--- src/rtl/alu_fmt_pkg.sv ---
// Shared field layout, FSM encoding and default sizes for the ALU result word decoder.
// Field positions are offsets above MAG_W so they track the magnitude width.
package alu_fmt_pkg;

  localparam int DEF_MAG_W = 8;
  localparam int DEF_NDIG  = 3;

  localparam int OP_HI    = 3;
  localparam int OP_LO    = 2;
  localparam int IGN_BIT  = 1;
  localparam int SIGN_BIT = 0;
  localparam int MAG_HI   = -1;

  typedef enum logic [1:0] {
    IDLE = 2'd0,
    CONV = 2'd1,
    DONE = 2'd2
  } state_e;

endpackage

--- src/rtl/alu_result_decoder_bcd_add3.sv ---
// Double-dabble digit correction: a BCD digit of 5 or more gets +3 before the shift.
module bcd_add3 (
  input  logic [3:0] d_i,
  output logic [3:0] d_o
);

  assign d_o = (d_i >= 4'd5) ? (d_i + 4'd3) : d_i;

endmodule

--- src/rtl/alu_result_decoder.sv ---
// Captures one ALU result word, converts its magnitude to packed BCD bit-serially
// and holds sign, digits and op until the downstream consumer accepts them.
module alu_result_decoder
  import alu_fmt_pkg::*;
#(
  parameter int MAG_W = DEF_MAG_W,
  parameter int NDIG  = DEF_NDIG
) (
  input  logic               clk,
  input  logic               rst,
  input  logic [MAG_W+3:0]   in_word,
  input  logic               in_valid,
  output logic               in_ready,
  output logic [1:0]         out_op,
  output logic               out_neg,
  output logic               out_zero,
  output logic [4*NDIG-1:0]  out_bcd,
  output logic               out_valid,
  input  logic               out_ready
);

  localparam int BCD_W = 4 * NDIG;
  localparam int SR_W  = BCD_W + MAG_W;
  localparam int CNT_W = (MAG_W > 1) ? $clog2(MAG_W) : 1;
  localparam logic [CNT_W-1:0] CNT_LAST = CNT_W'(MAG_W - 1);

  state_e           state_q;
  logic [CNT_W-1:0] cnt_q;
  logic [SR_W-1:0]  shift_q;
  logic [SR_W-1:0]  shift_d;
  logic [BCD_W-1:0] bcd_fix_s;
  logic [1:0]       op_q;
  logic             neg_q;
  logic             zero_q;
  logic [MAG_W-1:0] mag_s;
  logic             unused_ign;

  assign mag_s      = in_word[MAG_W+MAG_HI:0];
  assign unused_ign = in_word[MAG_W+IGN_BIT];
  assign in_ready   = (state_q == IDLE);

  for (genvar g = 0; g < NDIG; g++) begin : g_dig
    bcd_add3 u_add3 (
      .d_i (shift_q[MAG_W+4*g +: 4]),
      .d_o (bcd_fix_s[4*g +: 4])
    );
  end

  // Corrected digits and remaining magnitude bits shift left together.
  assign shift_d = {bcd_fix_s[BCD_W-2:0], shift_q[MAG_W-1:0], 1'b0};

  // Conversion FSM with registered outputs.
  always_ff @(posedge clk or posedge rst) begin
    if (rst) begin
      state_q   <= IDLE;
      cnt_q     <= '0;
      shift_q   <= '0;
      op_q      <= 2'b00;
      neg_q     <= 1'b0;
      zero_q    <= 1'b0;
      out_op    <= 2'b00;
      out_neg   <= 1'b0;
      out_zero  <= 1'b0;
      out_bcd   <= '0;
      out_valid <= 1'b0;
    end else begin
      case (state_q)
        IDLE: begin
          if (in_valid) begin
            shift_q <= {{BCD_W{1'b0}}, mag_s};
            cnt_q   <= '0;
            op_q    <= in_word[MAG_W+OP_HI:MAG_W+OP_LO];
            neg_q   <= in_word[MAG_W+SIGN_BIT] & (|mag_s);
            zero_q  <= ~(|mag_s);
            state_q <= CONV;
          end
        end
        CONV: begin
          shift_q <= shift_d;
          cnt_q   <= cnt_q + CNT_W'(1);
          if (cnt_q == CNT_LAST) begin
            out_bcd   <= shift_d[SR_W-1:MAG_W];
            out_op    <= op_q;
            out_neg   <= neg_q;
            out_zero  <= zero_q;
            out_valid <= 1'b1;
            state_q   <= DONE;
          end
        end
        DONE: begin
          if (out_ready) begin
            out_valid <= 1'b0;
            state_q   <= IDLE;
          end
        end
        default: begin
          out_valid <= 1'b0;
          state_q   <= IDLE;
        end
      endcase
    end
  end

endmodule

--- config.mk ---
export PLATFORM = sky130hd
export DESIGN_NAME = alu_result_decoder
export DESIGN_NICKNAME = d
export VERILOG_FILES = /design/src/rtl/alu_fmt_pkg.sv /design/src/rtl/alu_result_decoder_bcd_add3.sv /design/src/rtl/alu_result_decoder.sv
export SDC_FILE = /design/constraint.sdc
export NUM_CORES = 1
export LEC_CHECK = 0
export CAP_MARGIN = 20
export CORE_UTILIZATION = 45
export DETAILED_ROUTE_END_ITERATION = 12
export HOLD_SLACK_MARGIN = 0.06
export PLACE_DENSITY = 0.8
export SETUP_SLACK_MARGIN = 0.4
export SLEW_MARGIN = 20
export SYNTH_ARGS = -nofsm -noshare
export SYNTH_HDL_FRONTEND = slang
export SYNTH_SLANG_ARGS = --single-unit
--- constraint.sdc ---
create_clock -name clk -period 2.9 [get_ports clk]
set_clock_uncertainty 0.15 [all_clocks]
set_input_delay 0.29 -clock clk [delete_from_list [all_inputs] [get_ports clk]]
set_output_delay 0.29 -clock clk [all_outputs]
set_load 0.01 [all_outputs]
-- Yosys cells after proc, flatten, opt, wreduce, memory -nomap -nowiden
Index checks and enable logic that the tools add are counted.
- bits in registers: 46
- input port bits: 16
- output and inout port bits: 18
- word-level logic and storage cells: 49
- add/sub/neg operators: 4
- magnitude comparators: 3
- equal/unequal tests: 6
- multiplexer cells: 14
- bitwise logic cells: 3
- reduce and logical (&&, ||, !) cells: 8
- operators with widths (kind ; number):
    $pmux 20 s2 ; 1
    $mux 20 ; 1
    $ge 4x3->1 const B ; 3
    $add 4x2->4 const B ; 2
    $mux 4 ; 2
    $reduce_or 8->1 ; 1
    $mux 2 ; 3
    $mux 3 ; 2
    $ne 2x2->1 const B ; 3
    $pmux 2 s3 ; 1
    $pmux 3 s2 ; 1
    $reduce_and 2->1 ; 3
    $reduce_and 3->1 ; 2
    $add 3x1->3 const B ; 1
    $add 3x2->3 const B ; 1
    $eq 3x3->1 const B ; 1
    $pmux 1 s3 ; 1
    $eq 2x1->1 const B ; 1
    $eq 2x2->1 const B ; 1
    $logic_not 2->1 ; 1
    $mux 1 ; 2
    $not 1->1 ; 2
    $reduce_bool 2->1 ; 1
    $and 1x1->1 ; 1

-- Logic depth before layout (Yosys ltp)
- depth in word-level cells: 3
- gate-level depth with buffers: 6
- mapped depth without buffers: 6

-- Hierarchy
Synthesis repeated with hierarchy kept, for this count alone.
- cell total of the unflattened synthesis: 184
- area, all modules: 2149.6 µm²
- by module, submodules not included (module ; instances ; cells an instance ; area each (µm²) ; sequential area each (µm²)):
    alu_result_decoder ; 1 ; 136 ; 1845.5 ; 1151.1
    bcd_add3 ; 3 ; 16 ; 101.3 ; 0.0

-- Worst setup path after synthesis
Ideal clock, no wire load.
- path kind: register -> register
- start: register shift_q[12]
- end: register out_bcd[6]
- setup time: 0.125 ns
- arrival: 1.368 ns
- required time: 2.625 ns
- path slack: 1.257 ns
- cell stages (with the launch flop): 7
- path buffers: 0
- clock period less this slack: 1.643 ns
- cell sequence: dfrtp_1 > inv_1 > ha_1 > nand2b_1 > a21oi_1 > mux2i_1 > mux2_4
- word-level cells in the longest chain between the ends: 2
- elaborated cells on any way between the ends: 3
- those cells by class: add/sub (1); order compare (1); mux (1)
- ends and longest elaborated chain (what ; line ; text):
    start, declared ; alu_result_decoder.sv:29 ; logic [SR_W-1:0] shift_q;
    start signal, assigned ; alu_result_decoder.sv:70 ; shift_q <= {{BCD_W{1'b0}}, mag_s};
    start signal, assigned ; alu_result_decoder.sv:79 ; shift_q <= shift_d;
    $add 4x2->4 / $ge 4x3->1 (equally long branches) ; alu_result_decoder_bcd_add3.sv:7 ; assign d_o = (d_i >= 4'd5) ? (d_i + 4'd3) : d_i;
    $mux 4 (*) ; alu_result_decoder_bcd_add3.sv:7 ;
    end signal, assigned ; alu_result_decoder.sv:82 ; out_bcd <= shift_d[SR_W-1:MAG_W];
    end, declared ; alu_result_decoder.sv:17 ; output logic [4*NDIG-1:0] out_bcd,
Every way passes the cells marked *; elsewhere a longest branch is shown, timed or not.
A chain may end at the register's enable or synchronous reset.

-- Worst setup path in the final report
- start: register state_q[0]
- end: output port in_ready
- word-level cells in the longest chain between the ends: 1
- ends and longest elaborated chain (what ; line ; text):
    start, declared ; alu_result_decoder.sv:27 ; state_e state_q;
    start signal, assigned ; alu_result_decoder.sv:55 ; state_q <= IDLE;
    start signal, assigned ; alu_result_decoder.sv:75 ; state_q <= CONV;
    start signal, assigned ; alu_result_decoder.sv:87 ; state_q <= DONE;
    $logic_not 2->1 ; alu_result_decoder.sv:40 ; assign in_ready = (state_q == IDLE);
    end, declared ; alu_result_decoder.sv:13 ; output logic in_ready,
Every way passes these cells.

==> metrics.md <==
| Metric | Value |
|---|---|
| Root Driver | `clkbuf_8` |
| Worst-Skew Late Latency | `around 0.30 ns` |
| Pint | `1.64 mW` |
| R2R Path Start | `shift_q[12]$_DFFE_PP0P_` |
| ANT cells | `0` |
| Critical Path AT | `between 1.5 and 2 ns` |
| Synth area leaders | `dfrtp_1 (54%), o21ai_0 (6.6%), nand2_1 (6.2%)` |
| Sw Pwr | `about 0.91 mW` |
| Routed len/inst | `between 10 and 15 um` |
| Reg2reg setup slack | `1.09 ns` |
| Sequential element share of the synthesized area | `54.2%` |
| Syn_area_per_cell | `around 11 sq um` |
| Worst path cell trace | `nor2_1, clkdlybuf4s50_1` |
| First-pass GRT wire length | `roughly 6.4 mm` |
| Post-synth EDFFs | `0` |
| Hold WS | `0.115 ns` |
| CP max stage cell | `clkdlybuf4s50_1` |
| Synth top cells by count | `dfrtp_1 (46), nand2_1 (35), o21ai_0 (28)` |
| Warnings, synthesis | `0` |
| Row count | `24` |
| Startpoint type of the worst setup path | `register` |
| Area Growth Syn to Fin | `21.0%` |
| Synth area leader | `dfrtp_1` |
| RePlAce Congestion | `0.790` |
| Layout Nets | `between 200 and 300` |
| Vias | `around 1,500` |
| Leakage | `between 1 and 1.5 nW` |
| WS Path Type | `register to output pin` |
| Switching part of the total power | `roughly 36%` |
| Sequential power share | `between 40% and 50%` |
| Crit end category | `output pin` |
| Worst hold path type | `input pin to async pin` |
| Worst setup margin | `roughly 0.9 ns` |
| Min Tclk post-route | `roughly 2.0 ns` |
| Combinational share of power | `around 42%` |
| Share of flip-flops with an asynchronous set or reset after synthesis | `100%` |
| Syn Nets | `220` |
| Clock Path Buffers | `2` |
| Final hold vios | `0` |
| Reg clk slew, reported paths | `~0.09 ns` |
| Max Cap Viol | `0` |
| Drt drc | `2` |
| Period Utilization, post-route | `between 60% and 70%` |
| Worst path depth | `2` |
| CTS hold repair buffers | `0` |
| Number of DRC markers in iteration 0 | `~100` |
| Vias in the first global route | `1,395` |
| Status | `complete, but fails checks` |
| Measured slew at the worst slew-check pin | `between 0.5 and 0.6 ns` |
| RSZ-0062 raised after global routing | `no` |
| Flops & latches, synth | `between 40 and 50` |
| Depth of the worst register-to-register path | `6` |
| Remaining Overflow, GRT | `0` |
| Postcts setup bufs | `0` |
| Pre-CTS WS | `about 0.98 ns` |
| Slew Limit Fails | `0` |
| FF-to-FF End | `out_bcd[6]$_DFFE_PP0P_` |
| Core Util, Final | `between 50% and 60%` |
| Largest net degree at the start of global routing | `33` |
| Post-synth top area share | `between 50% and 60%` |
| Critical path peak fanout | `6` |
| Worst path max stage delay | `around 0.58 ns` |
| Post-DP HPWL | `between 2 and 3 mm` |
| Worst path top cell family by delay | `buffers and inverters` |
| # IOs | `34` |
| CP Data Required Time | `between 2 and 2.5 ns` |
| Router iterations before antenna repair | `8` |
| Crit path from | `state_q[0]$_DFFE_PP0P_` |
| Antenna violations before repair | `0` |
| All-Layer GR Usage | `between 15 and 20%` |
| Number of port buffers | `32` |
| Vias per std cell | `approximately 5.3` |
| Violated checks | `design-rule violations` |
| Setup TNS Final | `0 ns` |
| H-tree levels | `2` |
| Top_reg_cell synth | `dfrtp_1` |
| Post-synth cell types | `28` |
| Sinks on Clock Net | `46` |
| Die area | `approximately 5000 sq um` |
| Pwr Density | `992 nW/um^2` |
| CTS resizes | `0` |
| Setup-failing EPs final | `0` |
| Core Box Area | `about 4400 sq um` |
| Share of layout cells above drive strength 1 | `between 10% and 20%` |
| Crit path buffers/inverters | `1` |
| Die width | `slightly above 70 um` |
| Max Clock Freq | `499 MHz` |
| Max IR drop VDD | `between 0.4 and 0.5 mV` |
| Rel. slew slack | `about 62%` |
| Mapped cell area | `approximately 2100 sq um` |
| Die height | `70.7 um` |
| CTS tree | `built` |
| Syn Inst Count | `approximately 200` |
| CTS Buf Count | `5` |
| Tot Pwr | `2.55 mW` |
| WL final | `3.73 mm` |
| Clock power share | `between 15 and 20%` |
| Post-route ant nets | `0` |
| Starting Density | `between 40% and 50%` |
| Most frequent cell after synthesis | `dfrtp_1` |
[logic make-up (layout without fill, tap and decap cells)]
kind of cell	after synthesis	after routing	share of synthesized area, %
XOR/XNOR	3	3	1.24
flip-flops	46	46	54.2
AO/OA/AOI/OAI	43	43	11.2
AND/OR/NAND/NOR	60	60	13.4
multiplexers	21	21	11.5
buffers and inverters	15	50	3.77
adder cells (fa/ha/maj)	8	8	4.71
[area by class of cell]
class / count / area [sq um]
timing repair buffer: 35 / 343
fill: 393 / 1880
clock inverter: 1 / 5.00
inverter: 7 / 26.3
tap: 52 / 65.1
clock buffer: 7 / 86.3
multi-input combinational: 135 / 892
sequential: 46 / 1150
[cells in the final DEF (no fill, tap or decap), types with 2 or more instances in the layout]
master,n
dfrtp_1,46
nor3_1,3
xnor2_1,3
mux2i_1,9
a22o_1,4
nand2_1,35
nor4_1,2
clkbuf_8,6
nor3b_1,5
inv_1,6
mux2_4,5
buf_4,3
o21ai_0,28
ha_1,8
nand3_1,6
a21oi_1,9
nor2_1,2
nand2b_1,3
clkdlybuf4s50_1,32
mux2_2,7
[worst register-to-register path, stage by stage, from the launching register on]
cell and delay, ns:
dfrtp_1 0.42, inv_1 0.11, ha_1 0.25, nand2b_1 0.10, a21oi_1 0.27, mux2i_1 0.14
mux2_4 0.27
[metal layers]
| metal | track usage (%) | vias up | routed length (um) |
|---|---|---|---|
| met3 | 4.27 | 9 | 156 |
| met4 | 7.11 | 0 | 76 |
| met2 | 25.1 | 32 | 1620 |
| met5 | 0 | - | 0 |
| met1 | 22.7 | 719 | 1880 |
| li1 | - | 743 | - |
[metrics by stage]
step | instance area [sq um] | std cells
6_report | 2570 | 283
5_1_grt | 2570 | 283
4_1_cts | 2570 | 283
3_5_place_dp | 2480 | 275
3_3_place_gp | 2480 | 275
2_1_floorplan | 2120 | 196
[flip-flops by register name, summed over array words and instances (netlist names)]
name,flops
out_neg,1
state_q,2
out_op,2
op_q,2
out_valid,1
zero_q,1
cnt_q,3
shift_q,20
out_zero,1
out_bcd,12
neg_q,1
[worst max path at each step]
stage | end | slack [ns]
after floorplan | out_bcd[6]$_DFFE_PP0P_ | 1.26
after global placement | shift_q[19]$_DFFE_PP0P_ | 1.0
after detailed placement | shift_q[17]$_DFFE_PP0P_ | 0.98
after CTS | in_ready | 0.89
after global routing | in_ready | 0.84
final | in_ready | 0.90
[power groups by stage]
stage,clock network (mW),registers [mW],logic [mW]
finish,0.404,1.07,1.08
global route,0.453,1.10,1.20
CTS,0.421,1.07,1.09
detailed placement,0,1.08,1.09
global placement,0,1.06,1.06
floorplan,0,1.09,0.701
No activity file was read; power rests on OpenSTA's default activity.
